File: config.mk
export PLATFORM = sky130hd
export DESIGN_NAME = timer_bcd
export DESIGN_NICKNAME = d
export VERILOG_FILES = /design/src/rtl/timer_pkg.sv /design/src/rtl/bcd_cnt.sv /design/src/rtl/timer_bcd.sv
export SDC_FILE = /design/constraint.sdc
export NUM_CORES = 1
export LEC_CHECK = 0
export CORE_MARGIN = 2
export CORE_UTILIZATION = 40
export CTS_CLUSTER_DIAMETER = 200
export CTS_CLUSTER_SIZE = 10
export DETAILED_ROUTE_END_ITERATION = 16
export GPL_ROUTABILITY_DRIVEN = 0
export HOLD_SLACK_MARGIN = 0.02
export SYNTH_ARGS = -nofsm -noshare
export SYNTH_HDL_FRONTEND = slang
export SYNTH_SLANG_ARGS = --single-unit
File: constraint.sdc
create_clock -name clk -period 2.45 [get_ports clk]
set_input_delay 0.245 -clock clk [delete_from_list [all_inputs] [get_ports clk]]
set_output_delay 0.245 -clock clk [all_outputs]
set_load 0.02 [all_outputs]
File: src/rtl/timer_pkg.sv
// Shared definitions for the mm:ss BCD stopwatch: FSM encoding, digit limits
// and the single-digit successor function used by every digit counter.
package timer_pkg;

  typedef enum logic [1:0] {
    ST_IDLE  = 2'd0,
    ST_RUN   = 2'd1,
    ST_PAUSE = 2'd2
  } state_t;

  localparam logic [3:0] DIGIT_MAX_9 = 4'd9;
  localparam logic [3:0] DIGIT_MAX_5 = 4'd5;

  // Any value at or above the limit folds back to zero, so a digit can never
  // leave its legal range even if it were somehow disturbed.
  function automatic logic [3:0] bcd_next(input logic [3:0] d, input logic [3:0] max);
    logic [3:0] r;
    if (d >= max) r = 4'd0;
    else          r = d + 4'd1;
    return r;
  endfunction

endpackage

File: src/rtl/bcd_cnt.sv
// One BCD digit counting 0..MAX. carry is combinational so four instances
// chain within a single clock; the digit itself is a register.
module bcd_cnt
  import timer_pkg::*;
#(
  parameter logic [3:0] MAX = DIGIT_MAX_9
) (
  input  logic       clk,
  input  logic       rst,
  input  logic       en,
  input  logic       clr,
  output logic [3:0] digit,
  output logic       carry
);

  always_ff @(posedge clk or posedge rst) begin
    if (rst)      digit <= 4'd0;
    else if (clr) digit <= 4'd0;
    else if (en)  digit <= bcd_next(digit, MAX);
  end

  assign carry = en && !clr && (digit >= MAX);

endmodule

File: src/rtl/timer_bcd.sv
// Minutes:seconds BCD stopwatch with a DIV-cycle prescaler and an
// IDLE/RUN/PAUSE controller. All outputs are registers.
//
// Handshake: start_stop and clear are single-cycle request pulses with no
// ready; each is acted on in the cycle it is high, clear taking priority.
module timer_bcd
  import timer_pkg::*;
#(
  parameter int unsigned DIV = 50000000
) (
  input  logic       clk,
  input  logic       rst,
  input  logic       start_stop,
  input  logic       clear,
  output logic [3:0] sec_lo,
  output logic [3:0] sec_hi,
  output logic [3:0] min_lo,
  output logic [3:0] min_hi,
  output logic       running,
  output logic       tick,
  output logic       wrap,
  output state_t     dbg_state
);

  localparam int PW = (DIV > 2) ? $clog2(DIV) : 1;
  localparam logic [PW-1:0] PRE_LAST = PW'(DIV - 1);

  state_t        state, state_next;
  logic [PW-1:0] presc, presc_next;
  logic          inc;
  logic          c_sec_lo, c_sec_hi, c_min_lo, c_min_hi;

  // A second completes on the last prescaler cycle of RUN unless cleared.
  assign inc = (state == ST_RUN) && (presc == PRE_LAST) && !clear;

  always_comb begin
    state_next = state;
    case (state)
      ST_IDLE:  if (start_stop) state_next = ST_RUN;
      ST_RUN:   if (start_stop) state_next = ST_PAUSE;
      ST_PAUSE: if (start_stop) state_next = ST_RUN;
      default:  state_next = ST_IDLE;
    endcase
    if (clear) state_next = ST_IDLE;
  end

  // The prescaler only moves in RUN; PAUSE keeps the partial second.
  always_comb begin
    presc_next = presc;
    if (clear)
      presc_next = '0;
    else if (state == ST_RUN)
      presc_next = (presc == PRE_LAST) ? '0 : presc + PW'(1);
  end

  always_ff @(posedge clk or posedge rst) begin
    if (rst) begin
      state   <= ST_IDLE;
      presc   <= '0;
      running <= 1'b0;
      tick    <= 1'b0;
      wrap    <= 1'b0;
    end else begin
      state   <= state_next;
      presc   <= presc_next;
      running <= (state_next == ST_RUN);
      tick    <= inc;
      wrap    <= c_min_hi;
    end
  end

  assign dbg_state = state;

  bcd_cnt #(.MAX(DIGIT_MAX_9)) u_sec_lo (
    .clk(clk), .rst(rst), .en(inc), .clr(clear), .digit(sec_lo), .carry(c_sec_lo)
  );

  bcd_cnt #(.MAX(DIGIT_MAX_5)) u_sec_hi (
    .clk(clk), .rst(rst), .en(c_sec_lo), .clr(clear), .digit(sec_hi), .carry(c_sec_hi)
  );

  bcd_cnt #(.MAX(DIGIT_MAX_9)) u_min_lo (
    .clk(clk), .rst(rst), .en(c_sec_hi), .clr(clear), .digit(min_lo), .carry(c_min_lo)
  );

  bcd_cnt #(.MAX(DIGIT_MAX_5)) u_min_hi (
    .clk(clk), .rst(rst), .en(c_min_lo), .clr(clear), .digit(min_hi), .carry(c_min_hi)
  );

endmodule

==> results.yml, run 1 <==
synth:
  synth_top_area_cell: "dfrtp_1"
  async_reset_ff_frac: 1.00
  synth_compound_area_frac: 0.114
  synth_commonest_cells: "47 x dfrtp_1, 36 x nor2_1, 16 x nand2_1, 15 x inv_1, 14 x nand3_1"
  synth_edf_count: 0
  synth-seq-cells: 47
  synth_cells: 276
  synth-adder-area-share: 0.0611
  synth_flop_cell: "dfrtp_1"
  synth_top_family_by_area: "simple AND/OR/NAND/NOR gates"
  ys_top_cells_by_area: "dfrtp_1 44%, ha_1 6.1%, nor2_1 5.1%"
  yosysMostFrequentCell: "dfrtp_1"
  syn_area_um2: 2660
  synth_top_area_frac: 0.442
  yosysSeqAreaShare: 0.442
  ys_types: 56
  synth-xor-area-share: 0.0724
  postSynthNetCount: 293
  syn_area_per_cell_um2: 9.64
  yosysWarnings: 0
  synthSimpleGateAreaFrac: 0.262
  synthMuxAreaShare: 0.00423
floorplanning:
  core_um2: 6390
  die_area_um2: 7320
  die_w_um: 85.6
  chipHeight_um: 85.6
  rows: 29
  io_pins: 25
  start_util: 0.417
critical_path:
  r2r_end: "wrap"
  cp_num_cells: 4
  worst-path-buf-inv: 0
  crit_chain: "or4_4 > nor4_4 > nand2_2 > nor4_1"
  critPathCaptureType: "flop"
  startpoint: "presc[7]"
  cp_slowest_stage_delay_ns: 0.58
  cp.arrival_ns: 2.21
  r2r-start: "presc[7]"
  cp_top_family: "simple AND/OR/NAND/NOR gates"
  path_max_fanout: 7
  required_ns: 2.60
  cp_slowest_cell: "or4_4"
  start_kind: "flop"
  path_class: "reg -> reg"
  reg2reg_depth: 4
  r2r_setup_slack_ns: 0.39
grt:
  met3_usage: 0.0318
  gr-usage-met1: 0.222
  met2_usage: 0.264
  top_usage_layer: "met2"
  grt_pass1_vias: 1991
  antenna_found_initial: 0
  grt_max_degree: 48
  overflow: 0
  grt_pass1_wl_mm: 9.46
  grt_usage: 0.162
clocking:
  path_clk_slew_ns: 0.09
  clock_path_buffers: 2
  cts_tree: "built"
  hold_buffers: 0
  cts_buffers: 5
  insertion_delay_ns: 0.30
  htree_levels: 2
  cts_sinks: 47
  postCtsSetupBuffers: 0
  cts_resized: 0
  clockRootBuffer: "clkbuf_8"
drt:
  first_iter_violations: 57
  wirelength_mm: 5.68
  wl_per_cell_um: 14.8
  ant_nets: 0
  vias_per_cell: 5.45
  dr.pass1.iters: 4
  num_vias: 2092
  post-route-drc-count: 0
sta:
  maxSlewViolCount: 0
  max_slew.worst_pin.slew_ns: 0.654
  final.setup.tns_ns: 0
  rsz0062_at_grt: "false"
  setup_viol: 0
  timing.slew.headroom: 0.562
  setup_ws_ns: 0.395
  fin_skew_ns: 0.00965
  hold_violations: 0
  fmax_mhz: 487
  period_share: 0.839
  fin_crit_ns: 2.06
min_path:
  worstHoldPathType: "in -> async"
layout:
  area_growth_pct: 15.9
  num_antenna_cells: 0
  n_fill_cell: 608
  nNetsFinal: 323
  multi_input_area_um2: 1370
  drive_above_1_share: 0.0749
  seq_area_um2: 1180
flow_run:
  cap_violations: 0
pwr:
  peakVddDrop_v: 0.000302
  p_leak_nw: 1.27
  cellPowerDensity_nw_per_um2: 432
outcome:
  outcome: "finished clean"
place:
  place_ws_ns: 0.175
  hpwlAfterDp_mm: 4.10
  io_buffers: 24
==> cell families (layout without fill, tap and decap cells) <==
logic type / count (synthesis) / in the layout
compound gates: 43 / 43
xor+xnor: 22 / 22
fa+ha+maj: 13 / 13
buf+inv: 23 / 54
flops: 47 / 47
mux: 1 / 1
simple gates: 127 / 127
==> report_power, final <==
part	internal, mW	total, mW	leakage (nW)	switching [mW]
Clock	0.201	0.461	0.0422	0.260
Combinational	0.0299	0.0836	0.574	0.0537
Sequential	0.781	0.787	0.654	0.00608
==> worst max-delay path by stage <==
| stage | to | slack (ns) |
|---|---|---|
| final | wrap | 0.39 |
| after detailed placement | u_sec_hi.digit[0] | 0.17 |
| after floorplan | u_min_lo.digit[2] | 0.52 |
| after global routing | presc[25] | 0.24 |
| after global placement | u_min_hi.digit[2] | 0.24 |
| after CTS | u_sec_hi.digit[0] | 0.38 |
==> worst reg2reg max path: cells and delay by family, from the launching register on <==
kind             cells  cell delay [ns]
and+or+nand+nor      4             1.45
DFF                  1             0.45
==> per-layer routing <==
layer / vias to the layer above / share of wire / routed length [um]
li1: 1049 / - / -
met1: 1009 / 0.48 / 2740
met5: - / 0 / 0
met3: 5 / 0.025 / 142
met4: 0 / 0.0086 / 49
met2: 29 / 0.48 / 2750
==> flip-flops by register name, summed over array words and instances, names as in the netlist <==
| signal | count |
|---|---|
| u_sec_hi.digit | 4 |
| dbg_state | 2 |
| running | 1 |
| u_min_lo.digit | 4 |
| presc | 26 |
| wrap | 1 |
| u_sec_lo.digit | 4 |
| tick | 1 |
| u_min_hi.digit | 4 |
==> final cells by class <==
cell class | count | area share
Multi-Input combinational cell | 206 | 0.443
Sequential cell | 47 | 0.381
Timing Repair Buffer | 30 | 0.0966
Tap cell | 77 | 0.0312
Clock buffer | 7 | 0.0248
Inverter | 16 | 0.0211
Clock inverter | 1 | 0.00162
==> per-stage QoR <==
stage               instances   util  hold slack [ns]  total power [mW]  cell area [um^2]
CTS                       384  0.483            0.436              1.36              3080
floorplan                 276      -            0.395             0.854              2660
global route              384  0.483            0.471              1.40              3080
detailed placement        376  0.470            0.493             0.888              3000
global placement          376  0.470            0.491             0.887              3000
finish                    384  0.483            0.408              1.33              3080
==> cell usage in the layout, fill, tap and decap left out, types with 7 or more instances in the layout <==
master           instances
dfrtp_1                 47
clkdlybuf4s50_1         24
nand3_1                 14
nand4_1                 12
inv_1                   14
ha_1                    13
nor3_1                  10
nand2_1                 16
nor4_1                   7
xnor2_1                 12
nor2_1                  36
a21oi_1                 10
xor2_1                  10
No activity file was read; power rests on OpenSTA's default activity.
==> run 2, diff against run 1 <==
==> constraint.sdc (replaced) <==
create_clock -name clk -period 1.84 [get_ports clk]
set_input_delay 0.184 -clock clk [delete_from_list [all_inputs] [get_ports clk]]
set_output_delay 0.184 -clock clk [all_outputs]
set_load 0.02 [all_outputs]
==> results.yml, run 2 (same netlist as run 1, synthesis figures left out) <==
outcome:
  outcome: "finished, violations left"
  violations: "setup timing"
sta:
  period_share: 1.09
  setup_ws_ns: -0.169
  hold_violations: 0
  max_slew.worst_pin.slew_ns: 0.637
  maxSlewViolCount: 0
  fin_skew_ns: 0.00947
  timing.slew.headroom: 0.574
  rsz0062_at_grt: "true"
  fin_crit_ns: 2.01
  fmax_mhz: 498
  setup_viol: 38
critical_path:
  cp_slowest_stage_delay_ns: 0.56
  critPathCaptureType: "flop"
  cp_slowest_cell: "or4_4"
  path_max_fanout: 5
  worst-path-buf-inv: 3
  cp.arrival_ns: 2.24
  cp_top_family: "simple AND/OR/NAND/NOR gates"
  required_ns: 2.07
  crit_chain: "or4_4 > nor4_4 > buf_4 > nand2_4 > inv_8 > buf_6 > nand4_1 > a21oi_1"
  path_class: "reg -> reg"
  start_kind: "flop"
drt:
  dr.pass1.iters: 4
  post-route-drc-count: 0
  ant_nets: 0
  wl_per_cell_um: 15.0
  vias_per_cell: 5.33
  wirelength_mm: 6.63
  num_vias: 2357
  first_iter_violations: 170
floorplanning:
  core_um2: 6390
  die_w_um: 85.6
  io_pins: 25
  die_area_um2: 7320
  chipHeight_um: 85.6
  start_util: 0.417
  rows: 29
grt:
  grt_max_degree: 22
  antenna_found_initial: 0
  overflow: 0
  grt_usage: 0.187
  grt_pass1_vias: 2248
  grt_pass1_wl_mm: 11.0
pwr:
  peakVddDrop_v: 0.000321
  p_leak_nw: 1.65
  p_sw_frac: 0.231
  p_comb_frac: 0.076
  totalPowerFinal_mw: 1.96
  p_switching_uw: 453
  power_frac_clock: 0.391
  p_int_mw: 1.51
  pwr-share-seq: 0.534
  cellPowerDensity_nw_per_um2: 521
place:
  hpwlAfterDp_mm: 4.59
  place_area_um2: 3400
  io_buffers: 24
layout:
  mostFrequentLayoutCell: "buf_4"
  multi_input_area_um2: 1520
  num_antenna_cells: 0
  top_register: "presc"
  largest_reg_flops: 26
  area_growth_pct: 41.6
  design_area_um2: 3770
  nNetsFinal: 381
  n_fill_cell: 545
  seq_area_um2: 1180
  layout_common_cells: "57 x buf_4, 44 x dfrtp_1, 35 x nor2_1"
  drive_above_1_share: 0.301
flow_run:
  cap_violations: 0
clocking:
  cts_tree: "built"
  clock_path_buffers: 2
  cts_sinks: 47
  hold_buffers: 0
  path_clk_slew_ns: 0.09
  clockRootBuffer: "clkbuf_8"
  cts_buffers: 5
  htree_levels: 2
  insertion_delay_ns: 0.30
min_path:
  worstHoldPathType: "in -> async"
[run 2: layer usage]
metal / track usage / part of all wire / wire, um
met1: 0.252 / 0.45 / 3000
met2: 0.309 / 0.50 / 3300
met3: 0.0318 / 0.038 / 255
met4: 0.0606 / 0.012 / 78
met5: 0 / 0 / 0
[run 2: per-stage QoR]
stage | utilization | setup slack, ns | std cells | hold slack (ns) | setup TNS, ns
6_report | 0.590 | -0.169 | 442 | 0.214 | -2.50
2_1_floorplan | - | 0.0313 | 276 | 0.334 | 0
3_5_place_dp | 0.533 | -0.273 | 425 | 0.517 | -4.92
3_3_place_gp | 0.533 | -0.245 | 425 | 0.520 | -3.85
4_1_cts | 0.566 | -0.121 | 436 | 0.224 | -1.01
5_1_grt | 0.590 | -0.252 | 442 | 0.248 | -7.01
[run 2: path summary, 6_finish.rpt]
path	cells after the start	slack [ns]	endpoint	from
worst max register to register	8	-0.17	u_min_hi.digit[0]	presc[7]
worst min-delay path	2	0.21	u_sec_lo.digit[2]	rst
max in group asynchronous	3	1.11	u_min_lo.digit[3]	rst
min in group clk	1	0.54	presc[25]	presc[25]
worst min register to register	1	0.54	presc[25]	presc[25]
worst max-delay path	8	-0.17	u_min_hi.digit[0]	presc[7]
[run 2: worst reg2reg max path: cells and delay by family (launching register included)]
family                 cells  cell delay (ns)
and+or+nand+nor            4             0.98
buffers and inverters      3             0.40
DFF                        1             0.38
AOI/OAI and AO/OA          1             0.18
[run 2: layout make-up]
class,instances,share of cell area
sequential,47,0.313
clock inverter,3,0.0116
clock buffer,5,0.0183
inverter,16,0.0179
timing repair buffer,88,0.210
tap,77,0.0256
multi-input combinational,206,0.404
[run 2: power by group through the flow]
| stage | Combinational, mW | Sequential, mW | Clock [mW] |
|---|---|---|---|
| floorplan | 0.0634 | 1.07 | 0 |
| detailed placement | 0.141 | 1.07 | 0 |
| global placement | 0.140 | 1.07 | 0 |
| CTS | 0.145 | 1.05 | 0.791 |
| finish | 0.148 | 1.05 | 0.767 |
| global route | 0.163 | 1.05 | 0.838 |
[run 2: what timing repair did]
| action | CTS | global route |
|---|---|---|
| gates resized for setup | 15 | 23 |
| setup buffers | 2 | 6 |
| pin swaps | 5 | 12 |
| setup endpoints to repair | 40 | 41 |
| cloned | 1 | 0 |
